### src/rtl/mem_resp_if.sv
// Request/response bus between the MMU master and the memory responder.
interface mem_resp_if;
  logic        ce_i;
  logic        we_i;
  logic [31:0] addr_i;
  logic [31:0] data_i;
  logic [15:0] select_i;
  logic [31:0] data_o;
  logic        ack_o;
  logic        bad_sel_o;

  modport master (
    output ce_i, we_i, addr_i, data_i, select_i,
    input  data_o, ack_o, bad_sel_o
  );

  modport slave (
    input  ce_i, we_i, addr_i, data_i, select_i,
    output data_o, ack_o, bad_sel_o
  );
endinterface

### src/rtl/mem_resp.sv
// Memory responder: routes MMU bus requests to an async SRAM (timed strobes)
// or a one-cycle-latency ROM, and answers each with a one-cycle ack pulse.
//
//   state   | meaning
//   IDLE    | waiting for ce_i; only state that samples a request
//   SRAM_RD | ce_n/oe_n low, wait counter running, capture on count 1
//   SRAM_WR | ce_n/we_n low, data driven, wait counter running
//   ROM_RD  | ROM address presented, capture ROM data on next edge
//   ACK     | one-cycle ack_o pulse; write data still driven for hold
//   RECOVER | all strobes idle, gives the master a cycle to update
module mem_resp #(
  parameter int ADDR_W      = 20,
  parameter int WAIT_CYCLES = 2
) (
  input  logic              clk,
  input  logic              rst,
  mem_resp_if.slave         bus,
  output logic [ADDR_W-1:0] sram_addr_o,
  output logic [31:0]       sram_data_o,
  input  logic [31:0]       sram_data_i,
  output logic              sram_data_oe_o,
  output logic              sram_ce_n_o,
  output logic              sram_oe_n_o,
  output logic              sram_we_n_o,
  output logic [9:0]        rom_addr_o,
  input  logic [31:0]       rom_data_i
);

  typedef enum logic [2:0] {IDLE, SRAM_RD, SRAM_WR, ROM_RD, ACK, RECOVER} state_t;

  state_t            state_q, state_d;
  logic [3:0]        cnt_q, cnt_d;
  logic              ack_q, ack_d;
  logic              bad_sel_q, bad_sel_d;
  logic [31:0]       data_q, data_d;
  logic [ADDR_W-1:0] sram_addr_q, sram_addr_d;
  logic [31:0]       sram_data_q, sram_data_d;
  logic [9:0]        rom_addr_q, rom_addr_d;
  logic              ce_n_q, ce_n_d;
  logic              oe_n_q, oe_n_d;
  logic              we_n_q, we_n_d;
  logic              data_oe_q, data_oe_d;

  logic unused_addr_bits;
  assign unused_addr_bits = ^{bus.addr_i[31:ADDR_W+2], bus.addr_i[1:0]};

  always_comb begin
    state_d     = state_q;
    cnt_d       = cnt_q;
    data_d      = data_q;
    sram_addr_d = sram_addr_q;
    sram_data_d = sram_data_q;
    rom_addr_d  = rom_addr_q;
    ack_d       = 1'b0;
    bad_sel_d   = 1'b0;
    ce_n_d      = 1'b1;
    oe_n_d      = 1'b1;
    we_n_d      = 1'b1;
    data_oe_d   = 1'b0;
    case (state_q)
      IDLE: begin
        if (bus.ce_i) begin
          if (bus.select_i[0]) begin
            sram_addr_d = bus.addr_i[ADDR_W+1:2];
            cnt_d       = 4'(WAIT_CYCLES);
            ce_n_d      = 1'b0;
            if (bus.we_i) begin
              sram_data_d = bus.data_i;
              we_n_d      = 1'b0;
              data_oe_d   = 1'b1;
              state_d     = SRAM_WR;
            end else begin
              oe_n_d  = 1'b0;
              state_d = SRAM_RD;
            end
          end else if (bus.select_i[1] && !bus.we_i) begin
            rom_addr_d = bus.addr_i[11:2];
            state_d    = ROM_RD;
          end else begin
            // ROM writes are rejected without touching data_o; unmapped selects return zero
            if (!bus.select_i[1]) data_d = '0;
            ack_d     = 1'b1;
            bad_sel_d = 1'b1;
            state_d   = ACK;
          end
        end
      end
      SRAM_RD: begin
        cnt_d = cnt_q - 4'd1;
        if (cnt_q == 4'd1) begin
          data_d  = sram_data_i;
          ack_d   = 1'b1;
          state_d = ACK;
        end else begin
          ce_n_d = 1'b0;
          oe_n_d = 1'b0;
        end
      end
      SRAM_WR: begin
        cnt_d     = cnt_q - 4'd1;
        data_oe_d = 1'b1;
        if (cnt_q == 4'd1) begin
          ack_d   = 1'b1;
          state_d = ACK;
        end else begin
          ce_n_d = 1'b0;
          we_n_d = 1'b0;
        end
      end
      ROM_RD: begin
        data_d  = rom_data_i;
        ack_d   = 1'b1;
        state_d = ACK;
      end
      ACK:     state_d = RECOVER;
      RECOVER: state_d = IDLE;
      default: state_d = IDLE;
    endcase
  end

  always_ff @(posedge clk or negedge rst) begin
    if (!rst) begin
      state_q     <= IDLE;
      cnt_q       <= '0;
      ack_q       <= 1'b0;
      bad_sel_q   <= 1'b0;
      data_q      <= '0;
      sram_addr_q <= '0;
      sram_data_q <= '0;
      rom_addr_q  <= '0;
      ce_n_q      <= 1'b1;
      oe_n_q      <= 1'b1;
      we_n_q      <= 1'b1;
      data_oe_q   <= 1'b0;
    end else begin
      state_q     <= state_d;
      cnt_q       <= cnt_d;
      ack_q       <= ack_d;
      bad_sel_q   <= bad_sel_d;
      data_q      <= data_d;
      sram_addr_q <= sram_addr_d;
      sram_data_q <= sram_data_d;
      rom_addr_q  <= rom_addr_d;
      ce_n_q      <= ce_n_d;
      oe_n_q      <= oe_n_d;
      we_n_q      <= we_n_d;
      data_oe_q   <= data_oe_d;
    end
  end

  assign bus.data_o     = data_q;
  assign bus.ack_o      = ack_q;
  assign bus.bad_sel_o  = bad_sel_q;
  assign sram_addr_o    = sram_addr_q;
  assign sram_data_o    = sram_data_q;
  assign sram_data_oe_o = data_oe_q;
  assign sram_ce_n_o    = ce_n_q;
  assign sram_oe_n_o    = oe_n_q;
  assign sram_we_n_o    = we_n_q;
  assign rom_addr_o     = rom_addr_q;

endmodule

### src/flat_wrapper.sv
// flat-port wrapper written by rule: the top's interface ports become plain ports
module mem_resp_flat 
#(
  parameter int ADDR_W      = 20,
  parameter int WAIT_CYCLES = 2
)
  (clk, rst, sram_addr_o, sram_data_o, sram_data_i, sram_data_oe_o, sram_ce_n_o, sram_oe_n_o, sram_we_n_o, rom_addr_o, rom_data_i, bus_ce_i, bus_we_i, bus_addr_i, bus_data_i, bus_select_i, bus_data_o, bus_ack_o, bus_bad_sel_o);
  mem_resp_if bus_i ();
  input  logic clk;
  input  logic rst;
  output logic [ADDR_W-1:0] sram_addr_o;
  output logic [31:0] sram_data_o;
  input  logic [31:0] sram_data_i;
  output logic sram_data_oe_o;
  output logic sram_ce_n_o;
  output logic sram_oe_n_o;
  output logic sram_we_n_o;
  output logic [9:0] rom_addr_o;
  input  logic [31:0] rom_data_i;
  input wire logic [$bits(bus_i.ce_i)-1:0] bus_ce_i;
  input wire logic [$bits(bus_i.we_i)-1:0] bus_we_i;
  input wire logic [$bits(bus_i.addr_i)-1:0] bus_addr_i;
  input wire logic [$bits(bus_i.data_i)-1:0] bus_data_i;
  input wire logic [$bits(bus_i.select_i)-1:0] bus_select_i;
  output wire logic [$bits(bus_i.data_o)-1:0] bus_data_o;
  output wire logic [$bits(bus_i.ack_o)-1:0] bus_ack_o;
  output wire logic [$bits(bus_i.bad_sel_o)-1:0] bus_bad_sel_o;
  assign bus_i.ce_i = bus_ce_i;
  assign bus_i.we_i = bus_we_i;
  assign bus_i.addr_i = bus_addr_i;
  assign bus_i.data_i = bus_data_i;
  assign bus_i.select_i = bus_select_i;
  assign bus_data_o = bus_i.data_o;
  assign bus_ack_o = bus_i.ack_o;
  assign bus_bad_sel_o = bus_i.bad_sel_o;
  mem_resp #(.ADDR_W(ADDR_W), .WAIT_CYCLES(WAIT_CYCLES)) u_core (.clk(clk), .rst(rst), .bus(bus_i), .sram_addr_o(sram_addr_o), .sram_data_o(sram_data_o), .sram_data_i(sram_data_i), .sram_data_oe_o(sram_data_oe_o), .sram_ce_n_o(sram_ce_n_o), .sram_oe_n_o(sram_oe_n_o), .sram_we_n_o(sram_we_n_o), .rom_addr_o(rom_addr_o), .rom_data_i(rom_data_i));
endmodule
### config.mk
export PLATFORM = sky130hd
export DESIGN_NAME = mem_resp_flat
export DESIGN_NICKNAME = d
export VERILOG_FILES = /design/src/rtl/mem_resp_if.sv /design/src/rtl/mem_resp.sv /design/src/flat_wrapper.sv
export SDC_FILE = /design/constraint.sdc
export NUM_CORES = 1
export LEC_CHECK = 0
export CORE_MARGIN = 1
export CORE_UTILIZATION = 43
export CTS_BUF_LIST = sky130_fd_sc_hd__clkbuf_4
export CTS_CLUSTER_DIAMETER = 80
export DETAILED_ROUTE_END_ITERATION = 7
export PLACE_DENSITY = 0.95
export SLEW_MARGIN = 40
export SYNTH_ARGS = -nofsm -noshare
export SYNTH_HDL_FRONTEND = slang
export SYNTH_SLANG_ARGS = --single-unit
### constraint.sdc
create_clock -name clk -period 5.78 [get_ports clk]
set_input_delay 1.156 -clock clk [delete_from_list [all_inputs] [get_ports clk]]
set_output_delay 1.156 -clock clk [all_outputs]
set_load 0.05 [all_outputs]
### Yosys cells after proc, flatten, opt, wreduce, memory -nomap -nowiden

Cells that the tools add are included.

| storage, ports and cells | value |
|---|---|
| bits in registers | 107 |
| input bits | 148 |
| output and inout port bits | 100 |

| cells by class | value |
|---|---|
| add/sub/neg operators | 1 |
| equality and inequality tests | 12 |
| multiplexer cells | 35 |
| bitwise operators | 1 |
| reduce and logical (&&, ||, !) cells | 12 |

Operators by type and width:

| cell | number |
|---|---|
| $mux W32 | 5 |
| $pmux W32 S3 | 1 |
| $mux W1 | 15 |
| $mux W3 | 4 |
| $pmux W3 S4 | 1 |
| $ne A2 B2 Y1 const B | 5 |
| $mux W4 | 2 |
| $pmux W1 S2 | 4 |
| $pmux W4 S2 | 1 |
| $reduce_and A4 Y1 | 2 |
| $eq A3 B2 Y1 const B | 2 |
| $reduce_and A3 Y1 | 2 |
| $reduce_and A6 Y1 | 1 |
| $eq A4 B1 Y1 const B | 1 |
| $ne A2 B1 Y1 const B | 2 |
| $sub A4 B1 Y4 const B | 1 |
| $eq A3 B1 Y1 const B | 1 |
| $eq A3 B3 Y1 const B | 1 |
| $logic_not A3 Y1 | 1 |
| $pmux W1 S3 | 1 |
| $reduce_bool A3 Y1 | 1 |
| $mux W2 | 1 |
| $reduce_and A2 Y1 | 1 |
| $reduce_bool A2 Y1 | 1 |
| other kinds (4) | 4 |

### Depth between registers and ports, before layout

Gate-level depths: netlist (run 1).

| depth | value |
|---|---|
| depth after elaboration | 6 |
| mapped depth | 7 |
| mapped depth without buffers | 6 |

### Worst setup path after synthesis (run 1)

Ideal clock, no wire load.

| timing path | value |
|---|---|
| path type | input to register |
| start | input bus_ce_i |
| end | register u_core.sram_data_q[0] (netlist: u_core.sram_data_o[0]) |
| setup time | 0.125 ns |
| arrival | 2.089 ns |
| data required time | 5.655 ns |
| path slack | 3.566 ns |
| cell stages on the path | 4 |
| cell sequence | nand2_1 nor3_4 buf_6 mux2_2 |

| on the way | value |
|---|---|
| word-level cells in the longest chain between the ends | 1 |

Ends and longest elaborated chain:

| element | RTL line | RTL |
|---|---|---|
| from (decl) | flat_wrapper.sv:20 | `input wire logic [$bits(bus_i.ce_i)-1:0] bus_ce_i;` |
| $reduce_and A4 Y1 (no line) | -- |  |
| to (signal assigned) | mem_resp.sv:142 | `sram_data_q <= sram_data_d;` |
| to (decl) | mem_resp.sv:37 | `logic [31:0] sram_data_q, sram_data_d;` |

No other way between the ends.
A chain may end at the register's enable or synchronous reset.

### Worst setup path in the final report (run 1)

| timing path | value |
|---|---|
| start | register u_core.ce_n_q (netlist: u_core.sram_ce_n_o) |
| end | output sram_ce_n_o |

RTL lines:

| element | RTL line | RTL |
|---|---|---|
| from (decl) | mem_resp.sv:39 | `logic ce_n_q, ce_n_d;` |
| from (signal assigned) | mem_resp.sv:144 | `ce_n_q <= ce_n_d;` |
| to (decl) | flat_wrapper.sv:15 | `output logic sram_ce_n_o;` |

No word-level cell between the ends.

==> reports/results.ini, run 1 <==
[critical_path]
timing.rr.end=u_core.bus.data_o[17]
cp.required_ns=4.62
crit_family=buffers and inverters
path_buf_inv=1
cpPeakStageDelay_ns=0.83
path_class=flop to output pin
critical-path-slowest-cell=clkdlybuf4s50_1
cp.arrival_ns=1.82
end_kind=output pin
path_max_fanout=1
r2r-start=u_core.cnt_q[1]
start_kind=flop
crit_path_cell_trace=clkdlybuf4s50_1
r2r_cells=6
r2r_slack_ns=3.27

[clock_network]
root_buffer=clkbuf_4
path_clk_slew_ns=0.16
cts_sinks=107
h-tree-depth=3
cts.path.max_buffers=2
clk_latency_ns=0.45
cts_setup_buffers=0
ctsHoldBuffers=0
cts_tree=done
cts_resized=0
cts_buffers=9

[die]
core_mm2=0.00991
io_pins=248
rows=36
dieArea_mm2=0.0108
die_x_um=104
initial_core_util=0.449
die_h_um=104

[power_and_ir_drop]
leakage_uw=0.00277
seqPwrFrac=0.303
p_int_uw=2180
clkPwrFrac=0.078
ir_drop_uv=365
power_density_mw_per_mm2=630
switchingPower_uw=2150
p_sw_frac=0.496
combPwrFrac=0.619

[synthesis]
synth-simple-area-share=0.0385
synthXorXnorAreaFrac=0.00393
synth_ff_type=dfrtp_1
synth.top_cell.area_share=0.584
yosysTopAreaCell=dfrtp_1
synth_most_common_cell=dfrtp_1
ys_ff_latch=107
synth_compound_area_frac=0.0874
synth.top_cells.by_count=104 x dfrtp_1, 64 x mux2_2, 33 x mux2i_1
synth.area.top_cells=dfrtp_1 58%, mux2_2 16%, mux2i_1 7.4%, o2bb2ai_1 6.3%, dfstp_2 1.8%
async_flop_share=1.00
syn_inst=305
synth_adder_area_share=0.00562
synth_edf_count=0
synth-seq-area-share=0.602
avgSynthCellArea_um2=14.6
syn-num-nets=455
yosys.cell_types.count=38
synth_top_family_by_area=multiplexers
synth.cell_area_mm2=0.00445
synthMuxAreaShare=0.236
ys_warn_count=0

[cells_and_area]
fin_cells=661
post-route-util=0.694
multi_input_area_mm2=0.00166
areaGrowthSynthToFinish_pct=54.4
fillers=711
diodes=0
drive_gt1_frac=0.180
design_area_mm2=0.00688
finalNetCount=673
seq_area_mm2=0.00268

[timing]
finalCritPeriodShare=0.514
finalSetupTns_ns=0
slew-limit-headroom=0.539
finalClockSkew_ns=0.0220
finalHoldViolCount=0
worstMarginPinSlew_ns=0.691
finalMaxSlewViolations=0
finalWorstSetupSlack_ns=2.81
fin_crit_ns=2.97
finalSetupViolCount=0
grt_setup_unrepaired=no
fmax_ghz=0.336

[global_routing]
grt_pass1_vias=3620
grt_pass1_wl_mm=18.5
antenna_found_initial=0
track_usage=0.218
grt_max_degree=56
overflow=0

[route]
detail-route-antenna-nets=0
wl_mm=11.3
drc_errors=0
wl_per_cell_um=17.1
drtIter0Drc=123
viasPerCell=5.10
vias=3370
drt_first_pass_iters=4

[hold_path]
min_from=u_core.bus.data_o[7]
min_path_type=flop to flop
holdPathStages=1
holdPathEnd=u_core.bus.data_o[7]

[run_status]
status=finished, final reports clean

[placed_design]
place.gp.congestion=0.776
io_buffer_count=221
dp_cells=645
post-dp-hpwl_mm=8.47
pre_cts_ws_ns=2.68
place_area_mm2=0.00676

[run]
cap_violations=0

[final cells by class]
class                      count  area share
inverter                       4     0.00218
clock buffer                  10      0.0109
timing repair buffer         225       0.326
multi-input combinational    176       0.241
clock inverter                 6     0.00600
sequential                   107       0.390
tap                          133      0.0242
[how the worst max path moves through the flow]
stage               slack, ns                    end                from  depth (start not counted)
floorplan                3.57  u_core.sram_data_o[0]            bus_ce_i                          4
global placement         2.76        u_core.cnt_q[0]            bus_ce_i                          5
detailed placement       2.68        u_core.cnt_q[0]            bus_ce_i                          5
CTS                      2.79            sram_ce_n_o  u_core.sram_ce_n_o                          1
global route             2.76            sram_ce_n_o  u_core.sram_ce_n_o                          1
finish                   2.81            sram_ce_n_o  u_core.sram_ce_n_o                          1
[cells in the final DEF, fill, tap and decap left out, types with 2 or more instances in the layout]
| cell | n |
|---|---|
| a22oi_1 | 2 |
| nor3_1 | 7 |
| ha_1 | 2 |
| nor3b_1 | 2 |
| clkinvlp_4 | 2 |
| nand2_1 | 2 |
| mux2_2 | 64 |
| dfstp_2 | 3 |
| mux2i_1 | 33 |
| o2bb2ai_1 | 32 |
| dfrtp_1 | 103 |
| nor2b_1 | 3 |
| buf_4 | 5 |
| a21oi_1 | 3 |
| nor2_1 | 4 |
| inv_1 | 4 |
| clkbuf_4 | 10 |
| a31oi_1 | 3 |
| clkdlybuf4s50_1 | 220 |
| a22o_1 | 2 |
[power groups by stage]
stage / Clock (uW) / Combinational (uW) / Sequential (uW)
after floorplan: 0 / 620 / 2460
after detailed placement: 0 / 2700 / 1330
after global routing: 380 / 2790 / 1360
after global placement: 0 / 2640 / 1300
after CTS: 354 / 2700 / 1310
final: 337 / 2680 / 1310
[state kept, by name, indices dropped and copies added, names as in the netlist]
signal                 cells
u_core.bus.ack_o           1
u_core.bus.bad_sel_o       1
u_core.bus.data_o         32
u_core.cnt_q               4
u_core.rom_addr_o         10
u_core.sram_addr_o        20
u_core.sram_ce_n_o         1
u_core.sram_data_o        32
u_core.sram_data_oe_o      1
u_core.sram_oe_n_o         1
u_core.sram_we_n_o         1
u_core.state_q             3
[per-layer routing]
metal / wire length (um) / GRT usage
met1: 4450 / 0.250
met2: 5800 / 0.384
met3: 706 / 0.0592
met4: 336 / 0.0888
met5: 0 / 0
[cell families (layout without fill, tap and decap cells)]
group | count (synthesis) | in the layout
XOR/XNOR | 2 | 2
adder cells (fa/ha/maj) | 2 | 2
multiplexers | 97 | 97
AO/OA/AOI/OAI | 48 | 48
AND/OR/NAND/NOR | 27 | 27
buffers and inverters | 22 | 245
flip-flops | 107 | 107
[per-stage QoR]
step / total power [uW] / hold slack [ns]
2_1_floorplan: 3080 / 0.525
3_3_place_gp: 3940 / 0.471
3_5_place_dp: 4030 / 0.473
5_1_grt: 4530 / 0.527
6_report: 4330 / 0.505
4_1_cts: 4370 / 0.512
Note: power is estimated with default switching activity, not from simulation.
==> run 2, diff against run 1 <==
CORE_UTILIZATION = 36   (was 43)
PLACE_DENSITY = 0.86   (was 0.95)
clock period = 2.49 ns   (was 5.78 ns; I/O delays follow)
==> run 2 against run 1 <==
Net effect: global-route usage down 3.2 points; combinational power increased by 130%; via count is 0.39% lower; worst hold slack worse by 0.44 ns; wire length up 2.7%; sequential share of layout area decreased by 0.48 points; first-iteration DRC count is 60% higher; clock skew down 0.0014 ns; sequential power up 130%.
==> reports/results.ini, run 2 (same netlist as run 1, synthesis figures left out) <==
[run_status]
status=finished, final reports clean

[critical_path]
crit_path_cell_trace=clkdlybuf4s50_1
cp.required_ns=1.99  ; -2.63 ns
path_max_fanout=1  ; unchanged
start_kind=flop
cpPeakStageDelay_ns=0.81  ; -0.02 ns
crit_family=buffers and inverters
path_class=flop to output pin
end_kind=output pin
cp.arrival_ns=1.83  ; about the same
critical-path-slowest-cell=clkdlybuf4s50_1
path_buf_inv=1  ; unchanged

[clock_network]
clk_latency_ns=0.46  ; about the same
cts_sinks=107  ; unchanged
h-tree-depth=3  ; unchanged
root_buffer=clkbuf_4
cts_buffers=9  ; unchanged
path_clk_slew_ns=0.16  ; about the same
cts_setup_buffers=0  ; unchanged
cts.path.max_buffers=2  ; unchanged
cts_resized=0  ; unchanged
ctsHoldBuffers=0  ; unchanged
cts_tree=done

[die]
die_h_um=113  ; +9.1%
initial_core_util=0.371  ; -0.0787
rows=40  ; +11%
core_mm2=0.0120  ; +21%
io_pins=248  ; unchanged
dieArea_mm2=0.0128  ; +19%
die_x_um=113  ; +9.1%

[placed_design]
io_buffer_count=221  ; unchanged
place.gp.congestion=0.784  ; +1.1%
post-dp-hpwl_mm=8.61  ; +1.6%
pre_cts_ws_ns=0.293  ; -2.39 ns
place_area_mm2=0.00686  ; +1.4%
dp_cells=663  ; +2.8%

[global_routing]
track_usage=0.186  ; -0.0319
grtUsageMet1=0.197  ; -0.0526
met3_usage=0.0407  ; -0.0184
grt_max_degree=55  ; -1.8%
grt_pass1_vias=3679  ; +1.6%
overflow=0  ; unchanged
grtUsageMet2=0.344  ; -0.0404
busiest_layer=met2
grt_pass1_wl_mm=18.3  ; -0.78%
antenna_found_initial=1  ; +1

[cells_and_area]
multi_input_area_mm2=0.00165  ; -0.30%
drive_gt1_frac=0.182  ; +0.00241
seq_area_mm2=0.00268  ; unchanged
fillers=995  ; +40%
areaGrowthSynthToFinish_pct=56.3
fin_cells=680  ; +2.9%
final_cell_mix=220 x clkdlybuf4s50_1, 103 x dfrtp_1, 64 x mux2_2
design_area_mm2=0.00696  ; +1.2%
final_common_cell=clkdlybuf4s50_1
finalNetCount=677  ; +0.59%

[hold_path]
min_path_type=primary input to async pin

[route]
drc_errors=0  ; unchanged
drt_first_pass_iters=4  ; unchanged
wl_mm=11.6  ; +2.7%
drtIter0Drc=197  ; +60%
detail-route-antenna-nets=0  ; unchanged
wl_per_cell_um=17.1  ; -0.14%
viasPerCell=4.94  ; -3.2%
vias=3357  ; -0.39%

[timing]
finalCritPeriodShare=0.934
slew-limit-headroom=0.516  ; -0.0225
fin_crit_ns=2.32
grt_setup_unrepaired=no
finalClockSkew_ns=0.0207  ; -0.00138 ns
finalMaxSlewViolations=0  ; unchanged
finalSetupViolCount=0  ; unchanged
finalHoldViolCount=0  ; unchanged
finalSetupTns_ns=0  ; unchanged
fmax_ghz=0.430
worstMarginPinSlew_ns=0.726  ; +0.0346 ns
finalWorstSetupSlack_ns=0.165  ; -2.64 ns

[run]
cap_violations=0  ; unchanged

[power_and_ir_drop]
power_density_mw_per_mm2=1450  ; +130%
totalPowerFinal_uw=10100  ; +130%
ir_drop_uv=744  ; +100%
leakage_uw=0.00281  ; +1.4%

## run 2: final timing paths
check	start	to	slack, ns	cells past startpoint
max in group asynchronous	rst	u_core.sram_we_n_o	1.72	2
max	u_core.sram_oe_n_o	sram_oe_n_o	0.17	1
min reg2reg	u_core.bus.data_o[0]	u_core.bus.data_o[0]	0.50	1
min in group clk	u_core.bus.data_o[0]	u_core.bus.data_o[0]	0.50	1
max reg2reg	u_core.cnt_q[1]	u_core.bus.data_o[23]	0.41	7
min	rst	u_core.sram_data_o[10]	0.07	1
## run 2: cell type report
| type | count | area share |
|---|---|---|
| Antenna cell | 1 | 0.000359 |
| Clock buffer | 10 | 0.0108 |
| Clock inverter | 6 | 0.00449 |
| Inverter | 4 | 0.00216 |
| Multi-Input combinational cell | 176 | 0.238 |
| Sequential cell | 107 | 0.385 |
| Tap cell | 147 | 0.0264 |
| Timing Repair Buffer | 229 | 0.333 |
## run 2: per-layer routing
metal / vias up / part of all wire / wire length, um
met5: - / 0 / 0
met3: 25 / 0.054 / 623
li1: 1565 / - / -
met4: 0 / 0.028 / 327
met1: 1654 / 0.38 / 4420
met2: 113 / 0.54 / 6240
## run 2: stage by stage
step	hold slack [ns]	utilization
6_report	0.0674	0.580
4_1_cts	0.0627	0.580
3_3_place_gp	0.471	0.571
3_5_place_dp	0.473	0.571
5_1_grt	0.0609	0.580
2_1_floorplan	0.202	-
## run 2: power breakdown
part	total, uW	switching (uW)	internal, uW
Combinational	6260	3930	2330
Sequential	3060	487	2570
Clock	759	549	210
Total	10100	4970	5120
==> run 3, diff against run 2 <==
clock period = 2.1 ns   (was 2.49 ns; I/O delays follow)
==> run 3 against run 2 <==
Net effect: clock skew is 0.0062 ns higher; critical path depth is the same; non-clock buffer count rose by 6; critical endpoint is now sram_addr_o[17]; register-to-register slack worse by 0.28 ns; count of clock-buffer cells in the layout is 1 higher; via count up 0.69%; sequential share of layout area down 0.11 points; highest routed layer unchanged; first-iteration DRC count decreased by 21%; sequential cell count is the same.
==> reports/results.ini, run 3 (same netlist as run 1, synthesis figures left out) <==
[critical_path]
r2r-start=u_core.cnt_q[1]
start_kind=flop
cp.required_ns=1.68  ; -0.31 ns
crit_start=u_core.sram_addr_o[17]
path_buf_inv=1  ; unchanged
crit_path_cell_trace=clkdlybuf4s50_1
cp.arrival_ns=1.62  ; -0.21 ns
crit_family=buffers and inverters
path_class=flop to output pin
path_max_fanout=2  ; +1
r2r_slack_ns=0.13  ; -0.28 ns
cpPeakStageDelay_ns=0.80  ; about the same
critical-path-slowest-cell=clkdlybuf4s50_1
end_kind=output pin

[global_routing]
overflow=0  ; unchanged
grt_max_degree=41  ; -25%
grt_pass1_vias=3654  ; -0.68%
track_usage=0.180  ; -0.00555
grt_pass1_wl_mm=18.0  ; -2.0%
antenna_found_initial=1  ; unchanged

[power_and_ir_drop]
leakage_uw=0.00325  ; +16%
ir_drop_uv=736  ; -1.1%
totalPowerFinal_uw=11500  ; +14%
power_density_mw_per_mm2=1640  ; +14%

[placed_design]
io_buffer_count=221  ; unchanged
post-dp-hpwl_mm=8.57  ; -0.48%
place.gp.congestion=0.730  ; -6.9%
pre_cts_ws_ns=0.00933  ; -0.284 ns

[clock_network]
root_buffer=clkbuf_4
cts.path.max_buffers=2  ; unchanged
cts_buffers=9  ; unchanged
clk_latency_ns=0.46  ; about the same
cts_tree=done
path_clk_slew_ns=0.15  ; about the same
cts_sinks=107  ; unchanged
h-tree-depth=3  ; unchanged

[timing]
finalClockSkew_ns=0.0269  ; +0.00620 ns
fmax_ghz=0.491
grt_setup_unrepaired=no
finalSetupTns_ns=0  ; unchanged
finalSetupViolCount=0  ; unchanged
finalHoldViolCount=0  ; unchanged
worstMarginPinSlew_ns=0.550  ; -0.176 ns
finalMaxSlewViolations=0  ; unchanged
slew-limit-headroom=0.634  ; +0.117
finalCritPeriodShare=0.969
finalWorstSetupSlack_ns=0.0647  ; -0.101 ns
fin_crit_ns=2.04

[cells_and_area]
drive_gt1_frac=0.197  ; +0.0147
areaGrowthSynthToFinish_pct=56.8
final_common_cell=clkdlybuf4s50_1
final_cell_mix=123 x clkdlybuf4s50_1, 103 x dfrtp_1, 73 x dlygate4sd2_1
finalNetCount=683  ; +0.89%

[route]
drt_first_pass_iters=4  ; unchanged
routed.top_layer=met4
viasPerCell=4.93  ; -0.20%
drc_errors=0  ; unchanged
route.met3.wl_um=586  ; -5.9%
vias=3380  ; +0.69%
wl_mm=11.4  ; -1.7%
drt-met1-wl_mm=4.34  ; -1.8%
wl_met2_mm=6.16  ; -1.3%
wl_per_cell_um=16.6  ; -2.5%
drtIter0Drc=156  ; -21%
detail-route-antenna-nets=0  ; unchanged

[die]
dieArea_mm2=0.0128  ; unchanged
io_pins=248  ; unchanged
die_x_um=113  ; unchanged
die_h_um=113  ; unchanged
initial_core_util=0.371  ; unchanged
core_mm2=0.0120  ; unchanged
rows=40  ; unchanged

[hold_path]
min_path_type=primary input to async pin

[run]
cap_violations=0  ; unchanged

[run_status]
status=finished, final reports clean

-- run 3: cell types whose count changed in the layout (fill, tap and decap cells not counted), moves of 7 or more --
cell             previous run  this run
buf_4                       5        12
clkdlybuf4s50_1           220       123
dlygate4sd2_1               0        73
dlymetal6s2s_1              0        21
-- run 3: where the power goes --
group / switching, uW / internal, uW
sequential: 478 / 3050
combinational: 4720 / 2320
clock: 649 / 266
-- run 3: final timing paths --
path | to | cells after the start
worst max-delay path | sram_addr_o[17] | 1
worst min-delay path | u_core.sram_data_o[4] | 2
worst max register to register | u_core.bus.data_o[4] | 7
worst min register to register | u_core.bus.data_o[29] | 1
max in group asynchronous | u_core.sram_data_o[5] | 3
min in group clk | u_core.bus.data_o[29] | 1
-- run 3: final cells by class --
type / count / area [um2]
Fill cell: 1005 / 5030
Tap cell: 147 / 184
Clock inverter: 5 / 30.0
Inverter: 4 / 15.0
Antenna cell: 1 / 2.50
Sequential cell: 107 / 2680
Timing Repair Buffer: 235 / 2330
Clock buffer: 11 / 82.6
Multi-Input combinational cell: 176 / 1650
-- run 3: per-stage QoR --
stage               hold WS [ns]  cell area [um2]  instances  utilization
floorplan                  0.124             4450        305            -
global placement           0.429             6890        667        0.574
detailed placement         0.447             6890        667        0.574
CTS                        0.447             6920        684        0.576
global route               0.513             6980        686        0.581
finish                     0.483             6980        686        0.581
-- run 3: timing repair --
action	in CTS	in global routing
setup endpoints to repair	73	23
pin swaps	0	1
gates cloned	0	0
hold buffers	1	0
buffers inserted	0	1
gates resized for setup	73	21
hold endpoints to repair	35	0
-- run 3: per-layer routing --
| metal | GRT usage | up-vias |
|---|---|---|
| li1 | - | 1576 |
| met1 | 0.198 | 1671 |
| met2 | 0.331 | 113 |
| met3 | 0.0332 | 20 |
| met4 | 0.0921 | 0 |
| met5 | 0 | - |
